### config.mk
export PLATFORM = sky130hd
export DESIGN_NAME = irst_controller
export DESIGN_NICKNAME = d
export VERILOG_FILES = /design/src/rtl/irst_controller_pkg.sv /design/src/rtl/irst_controller_pattern_gen.sv /design/src/rtl/irst_controller.sv
export SDC_FILE = /design/constraint.sdc
export NUM_CORES = 1
export LEC_CHECK = 0
export ABC_AREA = 1
export CAP_MARGIN = 20
export CORE_ASPECT_RATIO = 0.5
export CORE_MARGIN = 3
export CORE_UTILIZATION = 30
export DETAILED_ROUTE_END_ITERATION = 8
export PLACE_DENSITY = 0.69
export SLEW_MARGIN = 25
export SYNTH_ARGS = -nofsm -noshare
export SYNTH_HDL_FRONTEND = slang
export SYNTH_HIERARCHICAL = 1
export SYNTH_SLANG_ARGS = --single-unit
### constraint.sdc
create_clock -name clk -period 1.9 [get_ports clk]
set_input_delay 0.38 -clock clk [delete_from_list [all_inputs] [get_ports clk]]
set_output_delay 0.38 -clock clk [all_outputs]
set_load 0.02 [all_outputs]
### src/rtl/irst_controller_pkg.sv
// Shared definitions for the register-file self-test controller:
// state encoding, start-bit position and the tested address range.
package irst_controller_pkg;

  typedef enum logic [2:0] {
    ST_IDLE  = 3'd0,
    ST_WRITE = 3'd1,
    ST_CHECK = 3'd2,
    ST_CLEAR = 3'd3,
    ST_DONE  = 3'd4
  } state_t;

  localparam int         START_BIT  = 15;
  localparam logic [2:0] ADDR_FIRST = 3'd1;
  localparam logic [2:0] ADDR_LAST  = 3'd7;

endpackage

### src/rtl/irst_controller_pattern_gen.sv
// Combinational test-pattern generator: P = {S,S} on pass 0, ~{S,S} on
// pass 1, and the expected word for address A is P with A folded into
// the low bits so every entry holds a distinct value.
module irst_pattern_gen (
  input  logic [7:0]  seed,
  input  logic        pass,
  input  logic [2:0]  addr,
  output logic [15:0] expected
);

  logic [15:0] pattern;

  assign pattern  = pass ? ~{seed, seed} : {seed, seed};
  assign expected = pattern ^ {13'b0, addr};

endmodule

### src/rtl/irst_controller.sv
// Register-file self-test controller. On a start bit in entry 0 it takes
// over the register-file ports, writes and verifies two complementary
// patterns over entries 1..7, clears them, then pulses irst_done (which
// also clears entry 0). Outside a test the pipeline ports pass straight
// through to the register file.
module irst_controller
  import irst_controller_pkg::*;
(
  input  logic        clk,
  input  logic        rst,
  input  logic [15:0] irst_reg_data,
  output logic        irst_done,
  input  logic        pipe_write_en,
  input  logic [2:0]  pipe_write_dest,
  input  logic [15:0] pipe_write_data,
  input  logic [2:0]  pipe_read_addr_1,
  output logic        rf_write_en,
  output logic [2:0]  rf_write_dest,
  output logic [15:0] rf_write_data,
  output logic [2:0]  rf_read_addr_1,
  input  logic [15:0] rf_read_data_1,
  output logic        pipe_stall,
  output logic        irst_busy,
  output logic        irst_fail,
  output logic [2:0]  irst_fail_addr
);

  state_t      state_q, state_d;
  logic [2:0]  addr_q, addr_d;
  logic        pass_q, pass_d;
  logic        fail_q, fail_d;
  logic [2:0]  fail_addr_q, fail_addr_d;
  logic [7:0]  seed_q, seed_d;
  logic [15:0] expected;
  logic        busy;
  logic        unused_reg_bits;

  // Only the start bit and the seed byte of entry 0 carry meaning.
  assign unused_reg_bits = ^irst_reg_data[14:8];

  irst_pattern_gen u_pattern_gen (
    .seed     (seed_q),
    .pass     (pass_q),
    .addr     (addr_q),
    .expected (expected)
  );

  // State and counter registers.
  always_ff @(posedge clk) begin
    // NOTE: reset is synchronous; only the level of rst at a rising edge matters.
    if (!rst) begin
      state_q     <= ST_IDLE;
      addr_q      <= ADDR_FIRST;
      pass_q      <= 1'b0;
      fail_q      <= 1'b0;
      fail_addr_q <= 3'd0;
      seed_q      <= 8'd0;
    end else begin
      // NOTE: non-blocking so every flop samples the pre-edge values.
      state_q     <= state_d;
      addr_q      <= addr_d;
      pass_q      <= pass_d;
      fail_q      <= fail_d;
      fail_addr_q <= fail_addr_d;
      seed_q      <= seed_d;
    end
  end

  // Next-state, counter sequencing and mismatch capture.
  always_comb begin
    // NOTE: hold-value defaults first so no branch leaves a variable unassigned.
    state_d     = state_q;
    addr_d      = addr_q;
    pass_d      = pass_q;
    fail_d      = fail_q;
    fail_addr_d = fail_addr_q;
    seed_d      = seed_q;
    unique case (state_q)
      ST_IDLE: begin
        if (irst_reg_data[START_BIT]) begin
          state_d     = ST_WRITE;
          addr_d      = ADDR_FIRST;
          pass_d      = 1'b0;
          fail_d      = 1'b0;
          fail_addr_d = 3'd0;
          seed_d      = irst_reg_data[7:0];
        end
      end
      ST_WRITE: begin
        if (addr_q == ADDR_LAST) begin
          state_d = ST_CHECK;
          addr_d  = ADDR_FIRST;
        end else begin
          addr_d = addr_q + 3'd1;
        end
      end
      ST_CHECK: begin
        if (rf_read_data_1 != expected) begin
          fail_d = 1'b1;
          if (!fail_q) fail_addr_d = addr_q;
        end
        if (addr_q == ADDR_LAST) begin
          addr_d = ADDR_FIRST;
          if (pass_q) begin
            state_d = ST_CLEAR;
          end else begin
            state_d = ST_WRITE;
            pass_d  = 1'b1;
          end
        end else begin
          addr_d = addr_q + 3'd1;
        end
      end
      ST_CLEAR: begin
        if (addr_q == ADDR_LAST) begin
          state_d = ST_DONE;
          addr_d  = ADDR_FIRST;
        end else begin
          addr_d = addr_q + 3'd1;
        end
      end
      ST_DONE:  state_d = ST_IDLE;
      default:  state_d = ST_IDLE;
    endcase
  end

  // Port steering: pipeline pass-through when idle or in reset, test drive otherwise.
  always_comb begin
    busy           = rst && (state_q != ST_IDLE);
    irst_busy      = busy;
    pipe_stall     = busy;
    irst_done      = rst && (state_q == ST_DONE);
    irst_fail      = fail_q;
    irst_fail_addr = fail_addr_q;
    rf_write_en    = pipe_write_en;
    rf_write_dest  = pipe_write_dest;
    rf_write_data  = pipe_write_data;
    rf_read_addr_1 = pipe_read_addr_1;
    if (busy) begin
      rf_write_en    = (state_q == ST_WRITE) || (state_q == ST_CLEAR);
      rf_write_dest  = addr_q;
      rf_write_data  = (state_q == ST_CLEAR) ? 16'h0000 : expected;
      rf_read_addr_1 = addr_q;
    end
  end

endmodule

==> summary.md, run 1 <==
| Metric | Value |
|---|---|
| Status | `completed` |
| Most used cell, CP | `nor2_1` |
| TritonRoute pass-1 iters | `4` |
| Antenna violations before repair | `0` |
| Top sig layer | `met4` |
| Setup CP Type | `flip-flop to flip-flop` |
| Setup TNS | `0 ns` |
| Pin count of the biggest net entering global routing | `18` |
| Detailed Place HPWL | `4.43 mm` |
| Share of post-route cells with drive strength above 1 | `25.3%` |
| Max-slew violation count | `0` |
| All-layer global routing usage | `16.8%` |
| WL/cell | `12.6 µm` |
| Number of global-route vias before repair | `1,894` |
| DRC | `0` |
| Post-DRT Antenna Nets | `0` |
| Clock group share of total power | `10.1%` |
| CP max-delay cell | `dfxtp_4` |
| Top cell family by delay on the critical path | `simple AND/OR/NAND/NOR gates` |
| Logic pwr share | `69.0%` |
| # diodes | `0` |
| Via/cell ratio | `4.49` |
| #FFs+latches synth | `19` |
| CTS tree | `done` |
| Finish-stage setup viols | `0` |
| Area Overhead vs Synth | `75.8%` |
| Critical path launch point type | `flip-flop` |
| WL met1 | `2.59 mm` |
| Cell-internal power | `1480 µW` |
| GRT overflow | `0` |
| Crit path cell chain | `buf_12 > buf_8 > nand2_4 > nand3_2 > nand2_2 > nand2_1 > inv_1 > nor2_1 > nor2_1 > nand2_1 > nor2_2 > nand3_4 > nand2_2 > inv_2 > nor2_1 > nor2_1` |
| Syn_nets | `352` |
| IO Pins | `87` |
| Worst Setup End Kind | `flip-flop` |
| Max stage delay on crit path | `0.36 ns` |
| CTS H-tree depth | `1` |
| Max Clk Rate | `0.535 GHz` |
| Rows | `18` |
| Root Buffer | `clkbuf_8` |
| Mapped Area | `1620 µm²` |
| Total power | `2830 µW` |
| Max transition margin | `82.4%` |
| DR WL met2 | `2.91 mm` |
| Crit path DAT | `2.02 ns` |
| Fin util | `56.3%` |
| Tcrit/Tclk final | `98.3%` |
| RePlAce Congestion | `0.801` |
| Leakage | `0.00138 µW` |
| Port Buffers | `79` |
| Fin. Hold Viols | `0` |
| Sequential share of the synthesized area | `23.5%` |
| Yosys warning count | `6` |
| Iter 0 DRT Violations | `78` |
| P_sw | `1350 µW` |
| Syn avg cell area | `5.53 µm²` |
| Nets | `452` |
| Worst VDD drop | `0.483 mV` |
| Clock slew at reported path FFs | `0.07 ns` |
| Hold crit path type | `flip-flop to flip-flop` |
| Die ar. | `6380 µm²` |
| Worst Path Buf+Inv | `4` |
| Max-cap violations | `0` |
| CTS Buf Count | `3` |
| Worst-Skew Late Latency | `0.26 ns` |
| Power per standard cell area | `992 nW/µm²` |
| Die height | `58.0 µm` |
| Synthesized instance count | `293` |
| Critical-path maximum fanout | `6` |
| Final WL | `5.82 mm` |
| Sink Count | `19` |
| Clk buf depth | `2` |
| Die width | `110 µm` |
| Initial Util | `32.0%` |
| Flop pwr share | `20.8%` |
| RSZ-0062 raised after global routing | `yes` |
| Vias | `2,073` |
| Routed wl met3 | `276 µm` |
| Worst Clk Skew | `0.00294 ns` |
| Tightest Pin Transition | `0.263 ns` |
| Yosys cell types | `28` |
| Switch share | `47.7%` |
| First-pass GRT wire length | `8.49 mm` |
| Core box area | `5070 µm²` |
| Fin crit period | `1.87 ns` |
| Worst EP required | `2.06 ns` |
-- cell families after synthesis --
kind of cell / count (synthesis) / synth area share (%)
buffers and inverters: 51 / 14.0
adder cells (fa/ha/maj): 2 / 1.54
AND/OR/NAND/NOR: 174 / 43.1
flip-flops: 19 / 23.5
XOR/XNOR: 11 / 5.94
AO/OA/AOI/OAI: 36 / 12.0
-- state kept, by name (all words and copies together), names as in the netlist --
name,cells
seed_q,8
addr_q,3
irst_fail_addr,3
state_q,3
irst_fail,1
pass_q,1
-- path summary, 6_finish.rpt --
check	start	end	slack [ns]	cells after the start
max reg2reg	pass_q$_SDFFE_PN0P_	irst_fail_addr[2]$_SDFFE_PN0P_	0.03	16
min reg2reg	irst_fail_addr[0]$_SDFFE_PN0P_	irst_fail_addr[0]$_SDFFE_PN0P_	0.49	2
min	irst_fail_addr[0]$_SDFFE_PN0P_	irst_fail_addr[0]$_SDFFE_PN0P_	0.49	2
max	pass_q$_SDFFE_PN0P_	irst_fail_addr[2]$_SDFFE_PN0P_	0.03	16
-- worst register-to-register path: cells and delay by family, from the launching register on --
family / cells / cell delay (ns)
buffers and inverters: 4 / 0.38
flip-flops: 1 / 0.36
AND/OR/NAND/NOR: 12 / 1.04
-- placed cells by master, fill, tap and decap left out, types with 6 or more instances in the layout --
cell type,count
nand2_1,122
clkdlybuf4s50_1,52
inv_1,30
buf_4,28
dfxtp_1,18
buf_2,18
a21oi_1,14
nor2_1,13
nand2_2,10
o21ai_0,10
nand3_1,9
o21ai_1,8
nor2_2,6
-- power groups by stage --
stage / Sequential, µW / Combinational [µW] / Clock (µW)
after detailed placement: 573 / 1860 / 0
after global routing: 603 / 2140 / 310
after CTS: 574 / 1870 / 293
final: 589 / 1950 / 287
after global placement: 565 / 1820 / 0
after floorplan: 612 / 1050 / 0
-- metrics by stage --
stage	cell area, µm²	setup slack [ns]	std cells	hold slack, ns
4_1_cts	2700	-0.0195	457	0.488
2_1_floorplan	1620	0.0589	293	0.455
3_3_place_gp	2630	-0.465	452	0.453
5_1_grt	2850	-0.0701	462	0.512
3_5_place_dp	2630	-0.501	452	0.469
6_report	2850	0.0322	462	0.485
-- cell type report --
class                   count  area [µm²]
fillers                   474        2220
multi-input cells         223        1200
repair buffers            109         990
flip-flops and latches     19         384
inverters                  37         141
well taps                  70        87.6
clock buffers               3        41.3
clock inverters             1        7.51
-- cells in the mapped netlist --
master,instances,area share [%]
nor2_1,18,4.2
o21ai_2,1,0.54
xnor2_1,6,3.2
clkbuf_1,4,0.93
o21ai_0,18,5.6
a21oi_1,14,4.3
inv_1,31,7.2
a21oi_2,1,0.54
inv_2,4,0.93
nand3_1,13,4.0
nor2_2,1,0.39
dfxtp_1,19,23
buf_6,1,0.69
buf_2,2,0.62
xor2_1,5,2.7
nand4_1,1,0.39
nor3_1,2,0.62
nand2_1,134,31
or2_1,1,0.39
a211o_1,1,0.54
nor4_1,1,0.39
clkinv_1,2,0.46
nand3_2,1,0.62
nor2_4,1,0.69
ha_1,2,1.5
buf_4,7,3.2
nand2_2,1,0.39
o31ai_1,1,0.46
-- layer usage --
metal / GRT usage, % / vias to the layer above
met5: 0 / -
met4: 3.73 / 0
met3: 1.45 / 4
met2: 30.1 / 50
met1: 22.1 / 924
li1: - / 1095
-- what timing repair did --
item                       CTS  global route
hold buffers                 0             0
setup buffers                0             4
setup endpoints to repair   30            26
pin swaps                    1            14
cloned                       1             1
hold endpoints to repair     0             0
resized for setup          129            48
(Power assumes the default switching activity.)
==> run 2: changes to the inputs <==
Settings changed: ABC_AREA 1 to unset, PLACE_DENSITY 0.69 to 0.7, SLEW_MARGIN 25 to unset.
==> run 2 against run 1 <==
The flow now finishes with violations (negative setup slack). Sequential cell count unchanged. Via count down 13%. First-iteration DRC count up 3.8%. Global-route usage down 0.50 points. Synthesized area down 3.6%. Combinational power down 72%. Worst hold slack better by 0.019 ns. Critical path depth down 8. Sequential share of layout area up 0.10 points. Sequential power down 26%.
==> summary.md, run 2 <==
| Metric | Value |
|---|---|
| Status | `finished with violations` |
| Failing checks | `negative setup slack` |
| Synth async-reset ratio | `0% (unchanged)` |
| Synth area leaders | `dfxtp_1 24%, nand2_1 16%, xnor2_1 9.0%, nand3_1 5.4%, xor2_1 4.5%` |
| Synthesized instance count | `207 (-29%)` |
| Leakage | `0.00132 µW (-3.8%)` |
| Critical-path maximum fanout | `6 (unchanged)` |
| WL/cell | `14.9 µm (+18%)` |
| CTS tree | `done` |
| Yosys warning count | `6 (unchanged)` |
| Most common cell after layout, fill and taps aside | `nand2_1` |
| DRC | `0 (unchanged)` |
| Sequential standard cell area | `394 µm² (+2.6%)` |
| Fin crit period | `1.96 ns (+0.0873 ns)` |
| Clk buf depth | `2 (unchanged)` |
| Initial Util | `33.2% (+1.2 points)` |
| Synth area leader | `dfxtp_1` |
| Crit path DAT | `2.14 ns (+0.12 ns)` |
| Area of placed instances | `2560 µm² (-2.4%)` |
| First-pass GRT wire length | `8.02 mm (-5.5%)` |
| Max Clk Rate | `0.511 GHz (-4.5%)` |
| Post-DRT Antenna Nets | `0 (unchanged)` |
| Setup CP Type | `flip-flop to flip-flop` |
| Final Cell Area | `2900 µm² (+1.8%)` |
| Via/cell ratio | `4.82 (+7.4%)` |
| TritonRoute pass-1 iters | `4 (unchanged)` |
| Worst Path Buf+Inv | `3 (-1)` |
| Rows | `17 (-1)` |
| Area occupied by multi-input gates | `1290 µm² (+7.4%)` |
| Area Overhead vs Synth | `85.8%` |
| Antenna violations before repair | `0 (unchanged)` |
| Clock slew at reported path FFs | `0.07 ns (about the same)` |
| Worst Setup End Kind | `flip-flop` |
| Top cell family by delay on the critical path | `buffers and inverters` |
| Yosys cell types | `41 (+46%)` |
| Nets | `368 (-19%)` |
| Worst Clk Skew | `0.00250 ns (-0.000445 ns)` |
| Max transition margin | `72.4% (-10 points)` |
| Finish-stage setup viols | `3 (+3)` |
| Worst-Skew Late Latency | `0.26 ns (about the same)` |
| Final WL | `5.57 mm (-4.3%)` |
| # diodes | `0 (unchanged)` |
| Tcrit/Tclk final | `103% (+4.6 points)` |
| Worst hold path startpoint | `seed_q[5]$_SDFFE_PN0P_` |
| CP max-delay cell | `dfxtp_4` |
| Largest register FFs | `8 (unchanged)` |
| Power per standard cell area | `432 nW/µm² (-56%)` |
| Max-cap violations | `0 (unchanged)` |
| Sink Count | `19 (unchanged)` |
| Final setup margin | `-0.0551 ns (-0.0873 ns)` |
| CTS H-tree depth | `1 (unchanged)` |
| Root Buffer | `clkbuf_8` |
| Core box area | `4700 µm² (-7.2%)` |
| Share of post-route cells with drive strength above 1 | `34.1% (+8.8 points)` |
| Worst VDD drop | `0.224 mV (-54%)` |
| Worst EP required | `2.09 ns (+0.03 ns)` |
| CTS Buf Count | `3 (unchanged)` |
| Max stage delay on crit path | `0.38 ns (+0.02 ns)` |
| Most used flip-flop cell after synthesis | `dfxtp_1` |
| Fin. Hold Viols | `0 (unchanged)` |
| RePlAce Congestion | `0.816 (+1.9%)` |
| Iter 0 DRT Violations | `81 (+3.8%)` |
| FF-to-FF setup slack | `-0.06 ns (-0.09 ns)` |
| Syn_nets | `266 (-24%)` |
| Largest Register | `seed_q` |
| Vias | `1,802 (-13%)` |
| Yosys top cell area share | `24.3% (-6.7 points)` |
| Pin count of the biggest net entering global routing | `25 (+7)` |
| Count leader, synth | `nand2_1` |
| Port Buffers | `79 (unchanged)` |
| Setup TNS | `-0.143 ns (-0.143 ns)` |
| Commonest cells post-synth | `67 x nand2_1, 19 x dfxtp_1, 17 x nand3_1, 16 x xnor2_1` |
| Number of synthesized flops with an enable pin | `0 (unchanged)` |
| Die ar. | `6160 µm² (-3.3%)` |
| Most used cell, CP | `buf_4` |
| Mapped Area | `1560 µm² (-3.6%)` |
| Layout fillers | `376 (-21%)` |
| Die height | `57.0 µm (-1.6%)` |
| All-layer global routing usage | `16.3% (-0.50 points)` |
| Crit path cell chain | `buf_4 > xor2_4 > buf_4 > xnor2_2 > nand4_1 > nor4_4 > buf_4 > mux2i_1` |
| Most frequent cells in the layout | `67 x nand2_1, 52 x clkdlybuf4s50_1, 29 x buf_4` |
| Critical R2R Launch | `pass_q$_SDFFE_PN0P_` |
| IO Pins | `87 (unchanged)` |
| Crit path launch | `pass_q$_SDFFE_PN0P_` |
| Detailed Place HPWL | `3.97 mm (-10%)` |
| Max-slew violation count | `0 (unchanged)` |
| #FFs+latches synth | `19 (unchanged)` |
| GRT overflow | `0 (unchanged)` |
| Critical path launch point type | `flip-flop` |
| RSZ-0062 raised after global routing | `yes` |
| Syn avg cell area | `7.55 µm² (+36%)` |
| Die width | `108 µm (-1.7%)` |
| Hold crit path type | `flip-flop to flip-flop` |
| Tightest Pin Transition | `0.412 ns (+0.149 ns)` |
| Number of global-route vias before repair | `1,645 (-13%)` |
| Sequential share of the synthesized area | `24.3% (+0.88 points)` |
run 2: cell types whose count changed after synthesis, sizes merged, moves of 6 or more:
| cell | delta |
|---|---|
| a21oi | -14 |
| o21ai | -17 |
| xnor2 | +10 |
| inv | -33 |
| buf | +6 |
| nor2 | -16 |
| a21boi | +8 |
| nand2 | -68 |
run 2: through the flow:
step | cells | util, % | worst slack (ns) | hold slack [ns] | total power (µW)
2_1_floorplan | 207 | - | 0.0330 | 0.455 | 673
3_3_place_gp | 363 | 54.6 | -0.493 | 0.467 | 917
3_5_place_dp | 363 | 54.6 | -0.519 | 0.476 | 924
4_1_cts | 369 | 56.9 | -0.00904 | 0.488 | 1200
5_1_grt | 374 | 61.8 | -0.169 | 0.551 | 1320
6_report | 374 | 61.8 | -0.0551 | 0.504 | 1250
run 2: worst reg2reg max path, stage by stage (launching register included):
cell and delay, ns:
dfxtp_4 0.38, buf_4 0.16, xor2_4 0.18, buf_4 0.17, xnor2_2 0.16, nand4_1 0.19, nor4_4 0.26, buf_4 0.19
mux2i_1 0.19
run 2: cell type report:
type                       instances  share of cell area, %
tap                               66                   2.84
clock inverter                     1                  0.172
clock buffer                       3                   1.42
timing repair buffer             115                   37.4
multi-input combinational        168                   44.4
inverter                           2                  0.259
sequential                        19                   13.6
run 2: per-layer routing:
metal  track usage [%]  vias up  part of all wire (%)
li1                  -      888                     -
met1              19.6      855                    40
met2              30.4       51                    53
met3              2.94        8                   4.5
met4              3.78        0                   2.1
met5                 0        -                     0
run 2: path summary, 6_finish.rpt:
kind,end,cells after the start
setup / recovery,irst_fail_addr[1]$_SDFFE_PN0P_,8
hold / removal,seed_q[5]$_SDFFE_PN0P_,2
setup reg to reg,irst_fail_addr[1]$_SDFFE_PN0P_,8
hold reg to reg,seed_q[5]$_SDFFE_PN0P_,2
run 2: what timing repair did:
action,4_1_cts,5_1_grt
endpoints found under the setup margin,30,22
resized for setup,100,70
cloned,0,1
pin swaps,10,14
hold buffers,0,0
buffers inserted,3,6
run 2: power by group:
| part | switching, µW | total [µW] | internal (µW) |
|---|---|---|---|
| Sequential | 20.4 | 433 | 413 |
| Combinational | 241 | 543 | 302 |
| Clock | 133 | 279 | 146 |
| Total | 395 | 1250 | 860 |
run 2: kinds of logic (layout without fill, tap and decap cells):
kind of cell	count (synthesis)	count (layout)	share of synthesized area (%)
xor+xnor	27	27	18.3
simple gates	109	109	32.0
fa+ha+maj	2	2	1.60
flops	19	19	24.3
mux	4	4	2.64
compound gates	26	26	13.4
buf+inv	20	121	7.77
